`config.mk`:
```
export PLATFORM = sky130hd
export DESIGN_NAME = vend_ctrl
export DESIGN_NICKNAME = d
export VERILOG_FILES = /design/src/rtl/vend_ctrl.sv
export SDC_FILE = /design/constraint.sdc
export NUM_CORES = 1
export LEC_CHECK = 0
export CORE_ASPECT_RATIO = 1.75
export CORE_MARGIN = 10
export CORE_UTILIZATION = 64
export CTS_CLUSTER_SIZE = 30
export DETAILED_ROUTE_END_ITERATION = 10
export DONT_BUFFER_PORTS = 1
export MAX_ROUTING_LAYER = met4
export PLACE_DENSITY = 0.85
export SYNTH_ARGS = -nofsm -noshare
export SYNTH_HDL_FRONTEND = slang
export SYNTH_SLANG_ARGS = --single-unit
```
`constraint.sdc`:
```
create_clock -name clk -period 4.09 [get_ports clk]
set_clock_uncertainty 0.05 [all_clocks]
set_input_delay 0.2045 -clock clk [delete_from_list [all_inputs] [get_ports clk]]
set_output_delay 0.2045 -clock clk [all_outputs]
set_load 0.01 [all_outputs]
```
`src/rtl/vend_ctrl.sv`:
```
// Vending-machine controller: accumulates coin credit, sells N priced drinks
// with per-drink stock, and hands the item and the change out over valid/ready.
module vend_ctrl #(
  parameter int                       N_DRINKS    = 4,
  parameter int                       CW          = 8,
  parameter logic [N_DRINKS*CW-1:0]   PRICES      = {8'd25, 8'd20, 8'd15, 8'd10},
  parameter int                       MAX_CREDIT  = 100,
  parameter int                       STOCK_INIT  = 5,
  parameter bit                       AUTO_CHANGE = 1'b1,
  localparam int                      SW          = $clog2(N_DRINKS + 1)
) (
  input  logic                clk,
  input  logic                reset,
  input  logic                coin_valid,
  input  logic [CW-1:0]       coin,
  input  logic                cancel,
  input  logic                sel_valid,
  input  logic [SW-1:0]       drink_choose,
  input  logic                restock,
  output logic                vend_valid,
  output logic [SW-1:0]       vend_id,
  input  logic                vend_ready,
  output logic                change_valid,
  output logic [CW-1:0]       change,
  input  logic                change_ready,
  output logic [CW-1:0]       total_coin,
  output logic                coin_reject,
  output logic                sel_err,
  output logic [N_DRINKS-1:0] sold_out
);

  typedef enum logic [1:0] {IDLE, VEND, CHANGE} state_t;

  state_t        state, state_nxt;
  logic [CW-1:0] credit, credit_nxt;
  logic [SW-1:0] vend_id_q, vend_id_nxt;
  logic          cancel_pend, cancel_pend_nxt;
  logic          coin_reject_q, coin_reject_nxt;
  logic          sel_err_q, sel_err_nxt;
  logic          sale;
  logic [7:0]    stock [N_DRINKS];

  logic [CW:0]   coin_sum;
  logic [CW-1:0] sel_price;
  logic          sel_in_stock;

  // NOTE: sequential state uses non-blocking (<=) so every register samples
  // the pre-edge values, independent of statement order.
  always_ff @(posedge clk or posedge reset) begin
    if (reset) begin
      state         <= IDLE;
      credit        <= '0;
      vend_id_q     <= '0;
      cancel_pend   <= 1'b0;
      coin_reject_q <= 1'b0;
      sel_err_q     <= 1'b0;
    end else begin
      state         <= state_nxt;
      credit        <= credit_nxt;
      vend_id_q     <= vend_id_nxt;
      cancel_pend   <= cancel_pend_nxt;
      coin_reject_q <= coin_reject_nxt;
      sel_err_q     <= sel_err_nxt;
    end
  end

  // NOTE: the stock counters are real machine state, so unlike a data RAM
  // they must be reset; restock overrides a same-cycle sale.
  always_ff @(posedge clk or posedge reset) begin
    if (reset) begin
      for (int i = 0; i < N_DRINKS; i++) stock[i] <= 8'(STOCK_INIT);
    end else begin
      for (int i = 0; i < N_DRINKS; i++) begin
        if (restock)
          stock[i] <= 8'(STOCK_INIT);
        else if (sale && drink_choose == SW'(i + 1))
          stock[i] <= stock[i] - 8'd1;
      end
    end
  end

  // NOTE: every signal assigned below gets a default first, so no path can
  // leave one unassigned and infer a latch.
  always_comb begin
    state_nxt       = state;
    credit_nxt      = credit;
    vend_id_nxt     = vend_id_q;
    cancel_pend_nxt = cancel_pend;
    coin_reject_nxt = coin_valid;
    sel_err_nxt     = 1'b0;
    sale            = 1'b0;
    coin_sum        = {1'b0, credit} + {1'b0, coin};
    sel_price       = '0;
    sel_in_stock    = 1'b0;
    for (int i = 0; i < N_DRINKS; i++) begin
      if (drink_choose == SW'(i + 1)) begin
        sel_price    = PRICES[i*CW +: CW];
        sel_in_stock = (stock[i] != 8'd0);
      end
    end

    unique case (state)
      IDLE: begin
        if (cancel) begin
          if (credit != '0) state_nxt = CHANGE;
        end else if (sel_valid) begin
          if (sel_in_stock && sel_price <= credit) begin
            credit_nxt  = credit - sel_price;
            vend_id_nxt = drink_choose;
            sale        = 1'b1;
            state_nxt   = VEND;
          end else begin
            sel_err_nxt = 1'b1;
          end
        end else if (coin_valid && coin_sum <= (CW+1)'(MAX_CREDIT)) begin
          credit_nxt      = coin_sum[CW-1:0];
          coin_reject_nxt = 1'b0;
        end
      end
      VEND: begin
        if (cancel) cancel_pend_nxt = 1'b1;
        if (vend_ready) begin
          // A cancel arriving on the handshake cycle still counts.
          state_nxt = ((AUTO_CHANGE || cancel_pend || cancel) && credit != '0)
                      ? CHANGE : IDLE;
          cancel_pend_nxt = 1'b0;
        end
      end
      CHANGE: begin
        if (change_ready) begin
          credit_nxt = '0;
          state_nxt  = IDLE;
        end
      end
      default: state_nxt = IDLE;
    endcase
  end

  always_comb begin
    vend_valid   = (state == VEND);
    change_valid = (state == CHANGE);
    change       = (state == CHANGE) ? credit : '0;
    vend_id      = vend_id_q;
    total_coin   = credit;
    coin_reject  = coin_reject_q;
    sel_err      = sel_err_q;
    sold_out     = '0;
    for (int i = 0; i < N_DRINKS; i++) sold_out[i] = (stock[i] == 8'd0);
  end

endmodule

```
==> impl_metrics.csv <==
group,metric,value,unit
critical_path,cpMaxStageDelayCell,"dfrtp_1",
logic_synthesis,synth_cells,344,
logic_synthesis,synthArstFlopShare,1.000,
routing,first_iter_violations,231,
timing,worst_slew_pin_slew,1.078,ns
min_path,hold_depth,2,
clocking,cts_sinks,47,
floorplan,rows,34,
critical_path,reg2reg_depth,11,
cells_and_area,layout_commonest_cell,"nor2_1",
global_route,gr-total-overflow,0,
global_route,antenna_found_initial,0,
logic_synthesis,synth_flop_cell,"dfrtp_1",
critical_path,critPathLaunchType,"flip-flop",
critical_path,r2r_start,"total_coin[0]",
placed_design,finalWeightedCongestion,1.015,
critical_path,timing.rr.end,"total_coin[0]",
floorplan,die_h,114.9,um
global_route,grt_pass1_wl,12940,um
global_route,grt_pass1_vias,2739,
cells_and_area,nets,396,
routing,ant_nets,0,
floorplan,core_area,4977,um2
timing,whs,0.01648,ns
clocking,clk_latency,0.30,ns
logic_synthesis,postSynthAreaPerCell,9.584,um2
timing,hold_viol,0,
cells_and_area,syn2layout_area_growth,6.490,%
min_path,hold_end,"total_coin[5]",
routing,vias_per_cell,6.374,
critical_path,arrival,3.47,ns
cells_and_area,layout-drive-gt1-share,0.1239,
logic_synthesis,synth_warnings,0,
floorplan,initial_utilization,0.6624,
timing,maxSlewViolCount,0,
critical_path,cp_top_family,"compound AO/OA/AOI/OAI gates",
cells_and_area,most-common-layout-cells,"nor2_1 (49), dfrtp_1 (39), xor2_1 (26)",
routing,wirelength,7690,um
critical_path,endpoint_kind,"flip-flop",
timing,max_freq,303.9,MHz
floorplan,dieArea,8535,um2
min_path,min_from,"coin_valid",
logic_synthesis,synth_top_cell_area_share,0.2960,
cells_and_area,n_antenna_cell,0,
timing,fin_crit_sh,0.8044,
clocking,h-tree-depth,2,
timing,slew_headroom,0.2787,
placed_design,dpl.hpwl,5928,um
pwr,peakVddDrop,0.0004326,V
global_route,grt_max_degree,48,
clocking,cts_tree,"yes",
clocking,clock_path_buffers,2,
pwr,power.total,1.754,mW
logic_synthesis,yosysSeqAreaShare,0.3598,
cells_and_area,final_cells,409,
min_path,holdCritPathClass,"in -> reg",
critical_path,crit_required,4.27,ns
timing,fin_tns_setup,0,ns
critical_path,cp_cell_sequence,"inv_1 > ha_1 > inv_1 > fa_1 > a211oi_1 > o21bai_1 > o22ai_4 > nor2_4 > a221oi_4 > or2_1 > mux2i_1",
clocking,cts-root-buf,"clkbuf_8",
placed_design,dpl.cell_count,394,
pwr,power_per_cell_area,499.5,nW/um2
pwr,power.leakage,1.557,nW
critical_path,path_max_fanout,8,
critical_path,critPathKind,"reg -> reg",
logic_synthesis,syn_nets,386,
clocking,clkTransAtPathRegs,0.09,ns
logic_synthesis,synth.area.top_cells,"dfrtp_1 (30%), ha_1 (8.0%), xor2_1 (6.9%)",
logic_synthesis,netlist_area,3297,um2
routing,drt_first_pass_iters,5,
outcome,outcome,"finished clean",
global_route,track_usage,0.1934,
clocking,cts_buffers,5,
run,maxCapViolations,0,
logic_synthesis,synth_top_area_cell,"dfrtp_1",
floorplan,fp.dieW,74.26,um
logic_synthesis,synth-seq-cells,47,
routing,routedWlPerCell,18.80,um
critical_path,crit_buf_inv,2,
floorplan,io_pins,46,
logic_synthesis,synth_edf_count,0,
timing,rsz0062_at_grt,"false",
routing,route.detailed.drc,0,
timing,fin_crit,3.290,ns
routing,num_vias,2607,
critical_path,cpPeakStageDelay,0.46,ns
logic_synthesis,synth.distinct_cells,61,
placed_design,port_buffers,0,
critical_path,cpMostUsedCell,"inv_1",
clocking,cts_setup_buffers,0,
critical_path,r2r_slack,0.80,ns
timing,finalSetupViolations,0,
==> kinds of logic (layout without fill, tap and decap cells) <==
| family | count (synthesis) | in the layout | share of synthesized area |
|---|---|---|---|
| AND/OR/NAND/NOR | 143 | 143 | 0.2474 |
| AO/OA/AOI/OAI | 64 | 64 | 0.1583 |
| flip-flops | 47 | 47 | 0.3598 |
| XOR/XNOR | 34 | 34 | 0.09032 |
| buffers and inverters | 27 | 38 | 0.03339 |
| adder cells (fa/ha/maj) | 23 | 23 | 0.09184 |
| multiplexers | 6 | 6 | 0.01898 |
==> cell usage after synthesis, types with 4 or more instances <==
| cell | number |
|---|---|
| a211oi_1 | 6 |
| nand4_1 | 5 |
| o21bai_1 | 6 |
| nand4b_1 | 5 |
| o21ai_0 | 10 |
| nor3_1 | 9 |
| ha_1 | 21 |
| inv_1 | 19 |
| nand2b_1 | 12 |
| a21oi_1 | 11 |
| o31ai_2 | 5 |
| clkbuf_1 | 6 |
| and3_1 | 6 |
| nand3_1 | 12 |
| dfstp_2 | 8 |
| nand2_1 | 12 |
| mux2i_1 | 4 |
| xor2_1 | 26 |
| nor2_1 | 49 |
| dfrtp_1 | 39 |
| and2_1 | 9 |
| xnor2_1 | 8 |
==> worst max path at each step <==
stage	startpoint	to	cells past startpoint
after CTS	total_coin[0]	total_coin[0]	11
after floorplan	drink_choose[0]	stock[31]	12
after detailed placement	drink_choose[2]	total_coin[0]	12
final	total_coin[0]	total_coin[0]	11
after global routing	total_coin[0]	total_coin[0]	11
after global placement	drink_choose[2]	total_coin[0]	12
==> where the power goes <==
part           total, mW  switching, mW  internal, mW
sequential         0.646          0.124         0.522
combinational      0.832          0.500         0.332
clock              0.275          0.156         0.120
==> flip-flops by register name, indices dropped and copies added (netlist names) <==
register,cells
sel_err,1
state,2
total_coin,8
vend_id,3
stock,32
coin_reject,1
==> layer usage <==
metal | share of wire | up-vias | GRT usage
met5 | 0 | - | -
met3 | 0.066 | 25 | 0.04228
li1 | - | 1240 | -
met2 | 0.55 | 74 | 0.3402
met1 | 0.35 | 1268 | 0.1923
met4 | 0.038 | 0 | 0.09559
==> area by class of cell <==
type                    count  area [um2]
inverters                  19       71.32
flip-flops and latches     47        1186
repair buffers             11       100.1
clock buffers               6       72.57
clock inverters             2       12.51
fillers                   363        1466
multi-input cells         270        2001
well taps                  54       67.56
==> through the flow <==
| stage | util | worst slack, ns | cell area, um2 |
|---|---|---|---|
| detailed placement | 0.6742 | 0.7677 | 3356 |
| global placement | 0.6742 | 0.9088 | 3356 |
| finish | 0.7054 | 0.7999 | 3511 |
| CTS | 0.7054 | 0.8053 | 3511 |
| floorplan | - | 1.040 | 3297 |
| global route | 0.7054 | 0.6164 | 3511 |
==> what timing repair did <==
item	in CTS	in global routing
resized for setup	0	0
hold endpoints to repair	76	0
hold buffers	7	0
No activity file was read; power rests on OpenSTA's default activity.
